File: config.mk
export PLATFORM = sky130hd
export DESIGN_NAME = dmem_arbiter_flat
export DESIGN_NICKNAME = d
export VERILOG_FILES = /design/src/rtl/dmem_arbiter_pkg.sv /design/src/rtl/dmem_arbiter_if.sv /design/src/rtl/dmem_arbiter.sv /design/src/flat_wrapper.sv
export SDC_FILE = /design/constraint.sdc
export NUM_CORES = 1
export LEC_CHECK = 0
export BUFFER_PORTS_ARGS = -buffer_cell sky130_fd_sc_hd__buf_2
export CAP_MARGIN = 20
export CORE_AREA = 2 2 116 118
export DETAILED_ROUTE_END_ITERATION = 10
export DIE_AREA = 0 0 118 120
export GPL_TIMING_DRIVEN = 0
export PLACE_DENSITY = 0.63
export SETUP_SLACK_MARGIN = 0.2
export SYNTH_ARGS = -nofsm -noshare
export SYNTH_HDL_FRONTEND = slang
export SYNTH_SLANG_ARGS = --single-unit
File: constraint.sdc
create_clock -name clk -period 2 [get_ports clk]
set_clock_uncertainty 0.15 [all_clocks]
set_input_delay 0.1 -clock clk [delete_from_list [all_inputs] [get_ports clk]]
set_output_delay 0.1 -clock clk [all_outputs]
set_load 0.1 [all_outputs]
File: src/rtl/dmem_arbiter_pkg.sv
// Shared types and defaults for the data-memory arbiter that lets a DMA/loader
// port borrow the single data memory from the ARM core.
package dmem_arb_pkg;

  // Who currently owns the memory port.
  typedef enum logic {
    S_CPU = 1'b0,
    S_DMA = 1'b1
  } arb_state_e;

  localparam int DEF_ADDR_W    = 32;
  localparam int DEF_DATA_W    = 32;
  localparam int DEF_MAX_WAIT  = 4;
  localparam int DEF_BURST_LEN = 8;

  // Bits needed to hold the values 0..max_count without wrapping.
  function automatic int cnt_width(input int max_count);
    return (max_count < 1) ? 1 : $clog2(max_count + 1);
  endfunction

endpackage

File: src/rtl/dmem_arbiter_if.sv
// Bundle of the three buses the arbiter touches: the core's data port, the
// DMA/loader beat port and the raw data-memory port.
interface dmem_arbiter_if
  import dmem_arb_pkg::*;
#(
  parameter int ADDR_W = DEF_ADDR_W,
  parameter int DATA_W = DEF_DATA_W
) ();

  // Core side: one access per cycle, retried by the core while stalled.
  logic              cpu_valid;
  logic              cpu_we;
  logic [ADDR_W-1:0] cpu_adr;
  logic [DATA_W-1:0] cpu_wd;
  logic [DATA_W-1:0] cpu_rd;
  logic              cpu_stall;

  // DMA side: a beat is accepted on any cycle with dma_req && dma_gnt.
  logic              dma_req;
  logic              dma_we;
  logic [ADDR_W-1:0] dma_adr;
  logic [DATA_W-1:0] dma_wd;
  logic              dma_gnt;
  logic              dma_rvalid;
  logic [DATA_W-1:0] dma_rdata;

  // Memory side: combinational read, write on the clock edge.
  logic              mem_we;
  logic [ADDR_W-1:0] mem_a;
  logic [DATA_W-1:0] mem_wd;
  logic [DATA_W-1:0] mem_rd;

  // The arbiter itself.
  modport slave (
    input  cpu_valid, cpu_we, cpu_adr, cpu_wd,
    output cpu_rd, cpu_stall,
    input  dma_req, dma_we, dma_adr, dma_wd,
    output dma_gnt, dma_rvalid, dma_rdata,
    output mem_we, mem_a, mem_wd,
    input  mem_rd
  );

  // The surroundings: core, DMA engine and memory.
  modport master (
    output cpu_valid, cpu_we, cpu_adr, cpu_wd,
    input  cpu_rd, cpu_stall,
    output dma_req, dma_we, dma_adr, dma_wd,
    input  dma_gnt, dma_rvalid, dma_rdata,
    input  mem_we, mem_a, mem_wd,
    output mem_rd
  );

endinterface

File: src/rtl/dmem_arbiter.sv
// Data-memory arbiter between the ARM core and a DMA/loader port.
// The core owns the memory by default. A DMA request is granted on the first
// idle core cycle, or forcibly once it has been blocked MAX_WAIT cycles. A
// grant lasts until the DMA drops its request or BURST_LEN beats have gone
// through, so the core is never locked out for more than BURST_LEN cycles.
module dmem_arbiter
  import dmem_arb_pkg::*;
#(
  parameter int ADDR_W    = DEF_ADDR_W,
  parameter int DATA_W    = DEF_DATA_W,
  parameter int MAX_WAIT  = DEF_MAX_WAIT,
  parameter int BURST_LEN = DEF_BURST_LEN
) (
  input  logic          clk,
  input  logic          reset,
  dmem_arbiter_if.slave bus
);

  localparam int WAIT_W = cnt_width(MAX_WAIT);
  localparam int BEAT_W = cnt_width(BURST_LEN);

  // Last blocked cycle before the DMA is forced in, and the last beat index.
  localparam logic [WAIT_W-1:0] WAIT_LAST = WAIT_W'(MAX_WAIT - 1);
  localparam logic [BEAT_W-1:0] BEAT_LAST = BEAT_W'(BURST_LEN - 1);
  localparam logic [BEAT_W-1:0] BEAT_MAX  = BEAT_W'(BURST_LEN);

  arb_state_e        state_reg;
  arb_state_e        state_next;
  logic [WAIT_W-1:0] wait_cnt_reg;
  logic [WAIT_W-1:0] wait_cnt_next;
  logic [BEAT_W-1:0] beat_cnt_reg;
  logic [BEAT_W-1:0] beat_cnt_next;
  logic              dma_rvalid_reg;
  logic [DATA_W-1:0] dma_rdata_reg;

  logic              beat_accept;
  logic              last_beat;
  logic              force_grant;

  logic [ADDR_W-1:0] mem_a_mux;
  logic [DATA_W-1:0] mem_wd_mux;
  logic              mem_we_mux;
  logic              dma_gnt_mux;
  logic              cpu_stall_mux;

  // A beat only counts while the DMA actually owns the port.
  assign beat_accept = (state_reg == S_DMA) && bus.dma_req;
  assign last_beat   = (beat_cnt_reg == BEAT_LAST);
  assign force_grant = (wait_cnt_reg == WAIT_LAST);

  // State and counter registers; reset abandons any burst in flight.
  always_ff @(posedge clk or negedge reset) begin
    if (!reset) begin
      state_reg    <= S_CPU;
      wait_cnt_reg <= '0;
      beat_cnt_reg <= '0;
    end else begin
      state_reg    <= state_next;
      wait_cnt_reg <= wait_cnt_next;
      beat_cnt_reg <= beat_cnt_next;
    end
  end

  // Ownership decisions: idle-cycle or starvation grant, burst-end release.
  always_comb begin
    state_next    = state_reg;
    wait_cnt_next = wait_cnt_reg;
    beat_cnt_next = beat_cnt_reg;
    case (state_reg)
      S_CPU: begin
        if (bus.dma_req && (!bus.cpu_valid || force_grant)) begin
          state_next    = S_DMA;
          wait_cnt_next = '0;
          beat_cnt_next = '0;
        end else if (bus.dma_req) begin
          // Core is busy; the count is capped by the forced grant above.
          wait_cnt_next = wait_cnt_reg + 1'b1;
        end else begin
          wait_cnt_next = '0;
        end
      end
      S_DMA: begin
        if (!bus.dma_req) begin
          // DMA went quiet: hand the port straight back.
          state_next    = S_CPU;
          wait_cnt_next = '0;
        end else begin
          beat_cnt_next = beat_cnt_reg + 1'b1;
          if (last_beat) begin
            // Burst quota used up: the core gets at least one cycle.
            state_next    = S_CPU;
            wait_cnt_next = '0;
          end
        end
      end
      default: begin
        state_next    = S_CPU;
        wait_cnt_next = '0;
        beat_cnt_next = '0;
      end
    endcase
  end

  // Port mux; reset forces the memory write, grant and stall low at once.
  always_comb begin
    mem_a_mux     = bus.cpu_adr;
    mem_wd_mux    = bus.cpu_wd;
    mem_we_mux    = bus.cpu_valid & bus.cpu_we;
    dma_gnt_mux   = 1'b0;
    cpu_stall_mux = 1'b0;
    if (state_reg == S_DMA) begin
      // Core store is dropped here; the stalled core retries it later.
      mem_a_mux     = bus.dma_adr;
      mem_wd_mux    = bus.dma_wd;
      mem_we_mux    = bus.dma_req & bus.dma_we;
      dma_gnt_mux   = 1'b1;
      cpu_stall_mux = bus.cpu_valid;
    end
    if (!reset) begin
      mem_we_mux    = 1'b0;
      dma_gnt_mux   = 1'b0;
      cpu_stall_mux = 1'b0;
    end
  end

  // Registered read return for DMA read beats; data holds between reads.
  always_ff @(posedge clk or negedge reset) begin
    if (!reset) begin
      dma_rvalid_reg <= 1'b0;
      dma_rdata_reg  <= '0;
    end else if (beat_accept && !bus.dma_we) begin
      dma_rvalid_reg <= 1'b1;
      dma_rdata_reg  <= bus.mem_rd;
    end else begin
      dma_rvalid_reg <= 1'b0;
    end
  end

  assign bus.mem_a      = mem_a_mux;
  assign bus.mem_wd     = mem_wd_mux;
  assign bus.mem_we     = mem_we_mux;
  assign bus.dma_gnt    = dma_gnt_mux;
  assign bus.cpu_stall  = cpu_stall_mux;
  assign bus.cpu_rd     = bus.mem_rd;
  assign bus.dma_rvalid = dma_rvalid_reg;
  assign bus.dma_rdata  = dma_rdata_reg;

  // Counters stay inside their documented ranges.
  a_wait_range : assert property (@(posedge clk) disable iff (!reset)
    wait_cnt_reg <= WAIT_LAST);
  a_beat_range : assert property (@(posedge clk) disable iff (!reset)
    beat_cnt_reg <= BEAT_MAX);
  // The core is only stalled while the DMA holds the port.
  a_stall_gnt  : assert property (@(posedge clk) disable iff (!reset)
    bus.cpu_stall |-> bus.dma_gnt);

endmodule

File: src/flat_wrapper.sv
// flat-port wrapper written by rule: the top's interface ports become plain ports
module dmem_arbiter_flat import dmem_arb_pkg::*;
#(
  parameter int ADDR_W    = DEF_ADDR_W,
  parameter int DATA_W    = DEF_DATA_W,
  parameter int MAX_WAIT  = DEF_MAX_WAIT,
  parameter int BURST_LEN = DEF_BURST_LEN
)
  (clk, reset, bus_cpu_valid, bus_cpu_we, bus_cpu_adr, bus_cpu_wd, bus_cpu_rd, bus_cpu_stall, bus_dma_req, bus_dma_we, bus_dma_adr, bus_dma_wd, bus_dma_gnt, bus_dma_rvalid, bus_dma_rdata, bus_mem_we, bus_mem_a, bus_mem_wd, bus_mem_rd);
  dmem_arbiter_if #(.ADDR_W(ADDR_W), .DATA_W(DATA_W)) bus_i ();
  input  logic clk;
  input  logic reset;
  input wire logic [$bits(bus_i.cpu_valid)-1:0] bus_cpu_valid;
  input wire logic [$bits(bus_i.cpu_we)-1:0] bus_cpu_we;
  input wire logic [$bits(bus_i.cpu_adr)-1:0] bus_cpu_adr;
  input wire logic [$bits(bus_i.cpu_wd)-1:0] bus_cpu_wd;
  output wire logic [$bits(bus_i.cpu_rd)-1:0] bus_cpu_rd;
  output wire logic [$bits(bus_i.cpu_stall)-1:0] bus_cpu_stall;
  input wire logic [$bits(bus_i.dma_req)-1:0] bus_dma_req;
  input wire logic [$bits(bus_i.dma_we)-1:0] bus_dma_we;
  input wire logic [$bits(bus_i.dma_adr)-1:0] bus_dma_adr;
  input wire logic [$bits(bus_i.dma_wd)-1:0] bus_dma_wd;
  output wire logic [$bits(bus_i.dma_gnt)-1:0] bus_dma_gnt;
  output wire logic [$bits(bus_i.dma_rvalid)-1:0] bus_dma_rvalid;
  output wire logic [$bits(bus_i.dma_rdata)-1:0] bus_dma_rdata;
  output wire logic [$bits(bus_i.mem_we)-1:0] bus_mem_we;
  output wire logic [$bits(bus_i.mem_a)-1:0] bus_mem_a;
  output wire logic [$bits(bus_i.mem_wd)-1:0] bus_mem_wd;
  input wire logic [$bits(bus_i.mem_rd)-1:0] bus_mem_rd;
  assign bus_i.cpu_valid = bus_cpu_valid;
  assign bus_i.cpu_we = bus_cpu_we;
  assign bus_i.cpu_adr = bus_cpu_adr;
  assign bus_i.cpu_wd = bus_cpu_wd;
  assign bus_cpu_rd = bus_i.cpu_rd;
  assign bus_cpu_stall = bus_i.cpu_stall;
  assign bus_i.dma_req = bus_dma_req;
  assign bus_i.dma_we = bus_dma_we;
  assign bus_i.dma_adr = bus_dma_adr;
  assign bus_i.dma_wd = bus_dma_wd;
  assign bus_dma_gnt = bus_i.dma_gnt;
  assign bus_dma_rvalid = bus_i.dma_rvalid;
  assign bus_dma_rdata = bus_i.dma_rdata;
  assign bus_mem_we = bus_i.mem_we;
  assign bus_mem_a = bus_i.mem_a;
  assign bus_mem_wd = bus_i.mem_wd;
  assign bus_i.mem_rd = bus_mem_rd;
  dmem_arbiter #(.ADDR_W(ADDR_W), .DATA_W(DATA_W), .MAX_WAIT(MAX_WAIT), .BURST_LEN(BURST_LEN)) u_core (.clk(clk), .reset(reset), .bus(bus_i));
endmodule
# == Word level (Yosys, flattened, before mapping) ==
# Cells that the tools add are included.
# op_classes
add_sub_neg,2
eq_ne,5
muxes,21
bitwise,3
reduce_logical,7
# ops
operator,count
32-bit 2-to-1 mux,2
3-bit 2-to-1 mux,4
1-bit 2-to-1 mux,10
4-bit 2-to-1 mux,2
4-bit case mux with 2 select lines,1
3-bit case mux with 2 select lines,1
4-bit by 1-bit adder with 4-bit output (second input constant),1
4-bit by 3-bit equality test with 1-bit output (second input constant),1
3-bit by 1-bit adder with 3-bit output (second input constant),1
3-bit by 2-bit equality test with 1-bit output (second input constant),1
1-bit logical AND,3
3-bit inequality test (second input constant),1
1-bit bitwise AND,2
1-bit logical NOT,2
2-bit by 1-bit inequality test with 1-bit output (second input constant),1
2-bit inequality test (second input constant),1
1-bit case mux with 2 select lines,1
2-bit AND reduction,1
1-bit logical OR,1
1-bit inverter,1
# totals
register_bits,41
in_bits,166
out_inout_bits,132
word_cells,43

# == Longest topological paths before layout ==
# Gate-level depths: netlist of the first run.
# depth
word_depth,5
mapped_depth,5
ltp_nobuf,5

# == Least setup slack after synthesis of the first run ==
# OpenSTA, ideal clock, no wires.
# synth_path
kind,reg2out
startpoint,reg u_core.state_reg
endpoint,out bus_mem_we
arrival_ps,1617
t_required_ps,1750
slack_ps,133
path_stages_with_launch,5
path_buffers,2
cell_sequence,dfrtp_1 buf_2 buf_2 o21ai_0 and2_1
# synth_via
elab_chain_cells,2
# synth_lines
element,line_no,text
start: declaration,dmem_arbiter.sv:27,arb_state_e state_reg;
start signal: assignment,dmem_arbiter.sv:58,state_reg <= state_next;
1-bit 2-to-1 mux,dmem_arbiter.sv:111,if (state_reg == S_DMA) begin
1-bit 2-to-1 mux,dmem_arbiter.sv:119,if (!reset) begin
end: declaration,flat_wrapper.sv:26,output wire logic [$bits(bus_i.mem_we)-1:0] bus_mem_we;
# No other way between the ends.

# == Final worst setup path of the first run ==
# layout_path
startpoint,reg u_core.state_reg
endpoint,out bus_mem_wd[22]
# layout_via
elab_chain_cells,1
# layout_lines
element,line_no,text
32-bit 2-to-1 mux,dmem_arbiter.sv:111,
end: declaration,flat_wrapper.sv:28,output wire logic [$bits(bus_i.mem_wd)-1:0] bus_mem_wd;
# No other way between the ends.

==> flow_metrics.py, run 1 <==
metrics = {
    "floorplan": {
        "ios": 298,
        "start_util": 0.217,
        "core_area_mm2": 0.0130,
        "fp.dieW_um": 118,
        "die_area_mm2": 0.0142,
        "std_cell_rows": 42,
        "die_h_um": 120,
    },
    "timing": {
        "setup_viol": 0,
        "finalCriticalPeriod_ns": 1.80,
        "rsz0062_at_grt": "true",
        "relSlewSlack": 0.641,
        "tns_ns": 0,
        "worstMarginPinSlew_ns": 0.538,
        "fmax_mhz": 556,
        "finalCritPeriodShare": 0.899,
        "drv_slew": 0,
        "hold-worst-slack_ns": -0.345,
        "hold_violations": 41,
    },
    "layout": {
        "syn_to_final_growth_pct": 97.1,
        "fillers": 1247,
        "antenna_cells": 0,
        "utilization": 0.429,
        "fin_cells": 732,
        "final_cell_mix": "buf_2, mux2_2, buf_6",
        "fin_nets": 724,
        "drive_above_1_share": 0.809,
        "largest_reg_flops": 32,
        "mostFrequentLayoutCell": "buf_2",
        "final_area_mm2": 0.00556,
    },
    "placement": {
        "dp.cells": 689,
        "gp_congestion": 0.810,
        "io_buffers": 297,
        "hpwl_um": 8670,
        "placed_cell_area_mm2": 0.00453,
    },
    "logic_synthesis": {
        "synth-seq-cells": 41,
        "seq_area_frac_synth": 0.363,
        "ys_types": 27,
        "netlist_area_mm2": 0.00282,
        "ys_warn_count": 0,
        "synth_nets": 385,
        "yosysTopAreaCellShare": 0.363,
        "avgSynthCellArea_um2": 13.1,
        "synthTopCellsByArea": "dfrtp_1, mux2_2, mux2_4",
        "synth_cells": 216,
        "synth_top_area_cell": "dfrtp_1",
    },
    "critical_path": {
        "crit_chain": "buf_12 -> buf_6 -> mux2_2 -> buf_6",
        "worst-path-buf-inv": 3,
        "crit_top_cell": "buf_6",
        "rr_endpoint": "u_core.beat_cnt_reg[2]$_DFFE_PN0P_",
        "critical_path.max_stage_delay_ns": 0.39,
        "r2r_start": "u_core.wait_cnt_reg[0]$_DFFE_PN0P_",
        "critPathTopFamily": "buffers and inverters",
        "start_kind": "flip-flop",
        "crit_arrival_ns": 1.55,
        "cpMaxStageDelayCell": "dfrtp_1",
        "reg2reg_slack_ns": 0.39,
        "path_class": "reg -> out",
        "path_max_fanout": 10,
        "cp-end-kind": "output port",
        "required_ns": 1.75,
        "rr_worst_depth": 5,
    },
    "clock_network": {
        "hold_buffers": 32,
        "cts_buffers": 5,
        "cts_root_buffer": "clkbuf_16",
        "clk_latency_ns": 0.28,
        "h-tree-depth": 2,
        "cts_tree": "done",
        "path_clk_slew_ns": 0.06,
        "max-clock-path-buffers": 2,
        "numClockSinks": 41,
    },
    "run": {
        "max_cap_violations": 0,
    },
    "routing": {
        "via_count": 2955,
        "drt_first_pass_iters": 3,
        "drcViolationCount": 0,
        "drt-initial-drc-count": 61,
        "vias_per_cell": 4.04,
        "post_drt_wl_per_cell_um": 15.0,
        "wirelength_um": 11000,
        "ant_nets": 0,
    },
    "power_and_ir_drop": {
        "vdd_drop_max_uv": 493,
        "powerDensity_mw_per_mm2": 1210,
        "power.leakage_nw": 2.89,
    },
    "global_routing": {
        "antenna_found_initial": 0,
        "grt_start_max_net_pins": 45,
        "grtUsageTotal": 0.146,
        "grt_pass1_vias": 3141,
        "gr-total-overflow": 0,
        "grt_pass1_wl_um": 16300,
    },
    "run_status": {
        "status": "finished with violations",
        "violations": "negative hold slack",
    },
    "hold_path": {
        "worstHoldPathType": "in -> async",
    },
}
what timing repair did:
action | CTS | global route
resized for setup | 112 | 40
setup buffers | 2 | 0
gates cloned | 0 | 1
setup endpoints to repair | 67 | 71
hold endpoints to repair | 73 | 41
worst register-to-register path, delay by kind of cell (launching register included):
family	cells	cell delay, ns
adders and majority gates	2	0.37
and+or+nand+nor	1	0.16
DFF	1	0.40
AOI/OAI and AO/OA	2	0.47
Yosys cell counts:
| master | number |
|---|---|
| nor2_1 | 1 |
| nor3_1 | 1 |
| a21o_1 | 1 |
| o21ai_0 | 3 |
| buf_12 | 3 |
| o21bai_1 | 1 |
| and3_1 | 2 |
| dfrtp_1 | 41 |
| mux2_2 | 67 |
| o22ai_1 | 2 |
| nand3_1 | 2 |
| nor2_8 | 1 |
| nand2_4 | 1 |
| buf_4 | 38 |
| a32o_1 | 1 |
| nand2_1 | 3 |
| a211o_1 | 1 |
| mux2_4 | 29 |
| mux2i_1 | 1 |
| buf_2 | 2 |
| or2_1 | 1 |
| a22o_1 | 1 |
| inv_1 | 4 |
| and2_1 | 2 |
| ha_1 | 3 |
| nand2b_1 | 3 |
| nand3b_1 | 1 |
how the worst max path moves through the flow:
stage               cells past startpoint             end                       start  slack, ns
floorplan                               3   bus_cpu_stall  u_core.state_reg$_DFF_PN0_       0.21
global placement                        6      bus_mem_we  u_core.state_reg$_DFF_PN0_       0.14
detailed placement                      3      bus_mem_we                       reset       0.11
CTS                                     4  bus_mem_wd[20]  u_core.state_reg$_DFF_PN0_       0.15
global route                            4  bus_mem_wd[20]  u_core.state_reg$_DFF_PN0_       0.14
finish                                  4  bus_mem_wd[22]  u_core.state_reg$_DFF_PN0_       0.20
power breakdown:
group | internal [W] | total [W] | switching [W]
Combinational | 0.00113 | 0.00451 | 0.00338
Clock | 0.000719 | 0.00105 | 0.000329
Sequential | 0.00105 | 0.00118 | 0.000127
cell families after synthesis:
kind of cell	Yosys count	share of synthesized area
DFF	41	0.363
muxes	97	0.425
buffers and inverters	47	0.131
adders and majority gates	3	0.0133
AOI/OAI and AO/OA	10	0.0248
and+or+nand+nor	18	0.0421
through the flow:
step | total power (W) | setup slack, ns
2_1_floorplan | 0.00469 | 0.208
5_1_grt | 0.00696 | 0.140
4_1_cts | 0.00670 | 0.147
3_3_place_gp | 0.00536 | 0.136
3_5_place_dp | 0.00539 | 0.110
6_report | 0.00674 | 0.203
final cells by class:
class / count / area, um^2 / share of cell area
timing repair buffer: 332 / 2270 / 0.409
multi-input combinational: 128 / 1430 / 0.257
sequential: 41 / 1030 / 0.184
buffer: 43 / 407 / 0.0731
tap: 176 / 220 / 0.0396
clock buffer: 5 / 125 / 0.0225
clock inverter: 3 / 68.8 / 0.0124
inverter: 4 / 15.0 / 0.00270
metal layers:
| layer | up-vias | track usage | wire length (um) |
|---|---|---|---|
| met3 | 11 | 0.0295 | 706 |
| met5 | - | 0 | 0 |
| li1 | 1409 | - | - |
| met1 | 1381 | 0.154 | 3990 |
| met4 | 0 | 0.0399 | 206 |
| met2 | 154 | 0.291 | 6060 |
Note: power is estimated with default switching activity, not from simulation.
==> run 2, diff against run 1 <==
ABC_AREA = 1   (was not set)
CORE_AREA = 2 2 115 117   (was 2 2 116 118)
DIE_AREA = 0 0 117 119   (was 0 0 118 120)
GPL_ROUTABILITY_DRIVEN = 0   (was not set)
GPL_TIMING_DRIVEN = not set   (was 0)
==> flow_metrics.py, run 2 <==
metrics = {
    "run_status": {
        "status": "completed",
    },
    "floorplan": {
        "die_h_um": 119,
        "core_area_mm2": 0.0129,
        "fp.dieW_um": 117,
        "start_util": 0.210,
        "std_cell_rows": 42,
        "die_area_mm2": 0.0139,
        "ios": 298,
    },
    "timing": {
        "worstMarginPinSlew_ns": 0.535,
        "rsz0062_at_grt": "true",
        "hold-worst-slack_ns": 0.0507,
        "hold_violations": 0,
        "relSlewSlack": 0.646,
        "finalCritPeriodShare": 0.865,
        "setup_viol": 0,
        "tns_ns": 0,
        "fmax_mhz": 578,
        "finalCriticalPeriod_ns": 1.73,
        "drv_slew": 0,
    },
    "layout": {
        "fin_nets": 895,
        "syn_to_final_growth_pct": 113,
        "largest_reg_flops": 32,
        "fillers": 1287,
        "multi_input_area_mm2": 0.00141,
        "mostFrequentLayoutCell": "nand2_1",
        "drive_above_1_share": 0.506,
        "final_cell_mix": "nand2_1, buf_2, buf_12",
        "register_area_mm2": 0.00103,
    },
    "power_and_ir_drop": {
        "vdd_drop_max_uv": 806,
        "powerDensity_mw_per_mm2": 1330,
        "power.leakage_nw": 3.29,
    },
    "critical_path": {
        "crit_arrival_ns": 1.48,
        "critPathLaunch": "u_core.state_reg$_DFF_PN0_",
        "path_max_fanout": 28,
        "path_class": "reg -> out",
        "rr_worst_depth": 5,
        "cp-end-kind": "output port",
        "reg2reg_slack_ns": 0.47,
        "required_ns": 1.75,
        "endpoint": "bus_cpu_stall",
        "r2r_start": "u_core.state_reg$_DFF_PN0_",
        "rr_endpoint": "u_core.bus.dma_rdata[16]$_DFFE_PN0P_",
        "start_kind": "flip-flop",
    },
    "clock_network": {
        "cts_root_buffer": "clkbuf_16",
        "path_clk_slew_ns": 0.06,
        "cts_setup_buffers": 0,
        "max-clock-path-buffers": 2,
        "clk_latency_ns": 0.27,
        "cts_tree": "done",
        "numClockSinks": 41,
        "cts_buffers": 5,
        "h-tree-depth": 2,
    },
    "routing": {
        "wirelength_um": 12500,
        "via_count": 3664,
        "ant_nets": 0,
        "post_drt_wl_per_cell_um": 13.9,
        "drt_first_pass_iters": 4,
        "drt-initial-drc-count": 153,
        "vias_per_cell": 4.05,
        "drcViolationCount": 0,
    },
    "logic_synthesis": {
        "synthTopCellsByArea": "nand2_1, dfrtp_1, buf_4",
        "ys_types": 17,
        "synth_top_family_by_area": "simple AND/OR/NAND/NOR gates",
        "netlist_area_mm2": 0.00270,
        "synth-seq-cells": 41,
        "synth_cells": 434,
        "synth_edf_count": 0,
        "synthArstFlopShare": 1.00,
        "synth_most_common_cell": "nand2_1",
        "ys_warn_count": 0,
        "synthMuxAreaShare": 0,
        "yosysTopAreaCellShare": 0.422,
        "synth_nets": 603,
        "synth-main-ff-cell": "dfrtp_1",
        "synth_xor_area_frac": 0,
        "synth_compound_area_frac": 0.0167,
        "synth_fa_ha_area_frac": 0.0139,
        "avgSynthCellArea_um2": 6.23,
        "synth_top_area_cell": "nand2_1",
        "synthSimpleGateAreaFrac": 0.442,
        "seq_area_frac_synth": 0.379,
        "synth_top_cells_by_count": "nand2_1, dfrtp_1, buf_4, inv_1, clkbuf_1",
    },
    "placement": {
        "io_buffers": 297,
        "hpwl_um": 9590,
    },
    "global_routing": {
        "grt_pass1_vias": 3623,
        "grt_pass1_wl_um": 18300,
        "grt_start_max_net_pins": 55,
        "gr-total-overflow": 0,
        "antenna_found_initial": 2,
        "grtUsageTotal": 0.169,
    },
    "run": {
        "max_cap_violations": 0,
    },
    "hold_path": {
        "worstHoldPathType": "in -> async",
    },
}
==> run 2: worst max-delay path, stage by stage (launching register included) <==
cell,delay [ns]
dfrtp_2,0.39
buf_4,0.30
nand2_1,0.16
nor2_2,0.15
buf_12,0.19
==> run 2: metal layers <==
metal | up-vias | GRT usage | routed length [um] | share of wire
met4 | 0 | 0.0603 | 346 | 0.028
met2 | 195 | 0.305 | 6210 | 0.50
met1 | 1607 | 0.190 | 4870 | 0.39
met3 | 18 | 0.0412 | 1100 | 0.088
li1 | 1844 | - | - | -
met5 | - | 0 | 0 | 0
==> run 2: repair_timing <==
item,in CTS,in global routing
hold endpoints to repair,73,0
endpoints found under the setup margin,0,5
hold buffers,33,0
resized for setup,0,1
==> run 2: how the worst min path moves through the flow <==
| stage | startpoint | to |
|---|---|---|
| final | reset | u_core.beat_cnt_reg[2]$_DFFE_PN0P_ |
| after global routing | reset | u_core.beat_cnt_reg[2]$_DFFE_PN0P_ |
| after CTS | reset | u_core.beat_cnt_reg[2]$_DFFE_PN0P_ |
| after detailed placement | reset | u_core.beat_cnt_reg[2]$_DFFE_PN0P_ |
| after global placement | reset | u_core.beat_cnt_reg[2]$_DFFE_PN0P_ |
| after floorplan | reset | u_core.beat_cnt_reg[0]$_DFFE_PN0P_ |
==> run 2: layout make-up <==
cell class,count,share of cell area
Timing Repair Buffer,338,0.503
Multi-Input combinational cell,327,0.245
Sequential cell,41,0.179
Tap cell,176,0.0383
Clock buffer,7,0.0248
Inverter,13,0.00891
Antenna cell,2,0.000870
==> run 2: logic make-up (layout without fill, tap and decap cells) <==
family | Yosys count | count (layout)
adder cells (fa/ha/maj) | 3 | 3
flip-flops | 41 | 41
AND/OR/NAND/NOR | 316 | 316
buffers and inverters | 66 | 358
other | 0 | 2
AO/OA/AOI/OAI | 8 | 8
==> run 2: power breakdown <==
group	internal (W)	switching, W	total (W)
logic	0.00137	0.00425	0.00562
clock network	0.000490	0.000296	0.000786
registers	0.00108	0.000152	0.00123
total	0.00294	0.00469	0.00763
==> run 2: stage by stage <==
| stage | util | power [W] | instance area [um^2] | setup slack (ns) | std cells |
|---|---|---|---|---|---|
| 3_3_place_gp | 0.410 | 0.00679 | 5280 | 0.370 | 862 |
| 3_5_place_dp | 0.410 | 0.00681 | 5280 | 0.309 | 862 |
| 2_1_floorplan | - | 0.00522 | 2840 | 0.147 | 434 |
| 6_report | 0.447 | 0.00763 | 5750 | 0.270 | 904 |
| 5_1_grt | 0.447 | 0.00791 | 5750 | 0.176 | 902 |
| 4_1_cts | 0.446 | 0.00768 | 5750 | 0.233 | 902 |
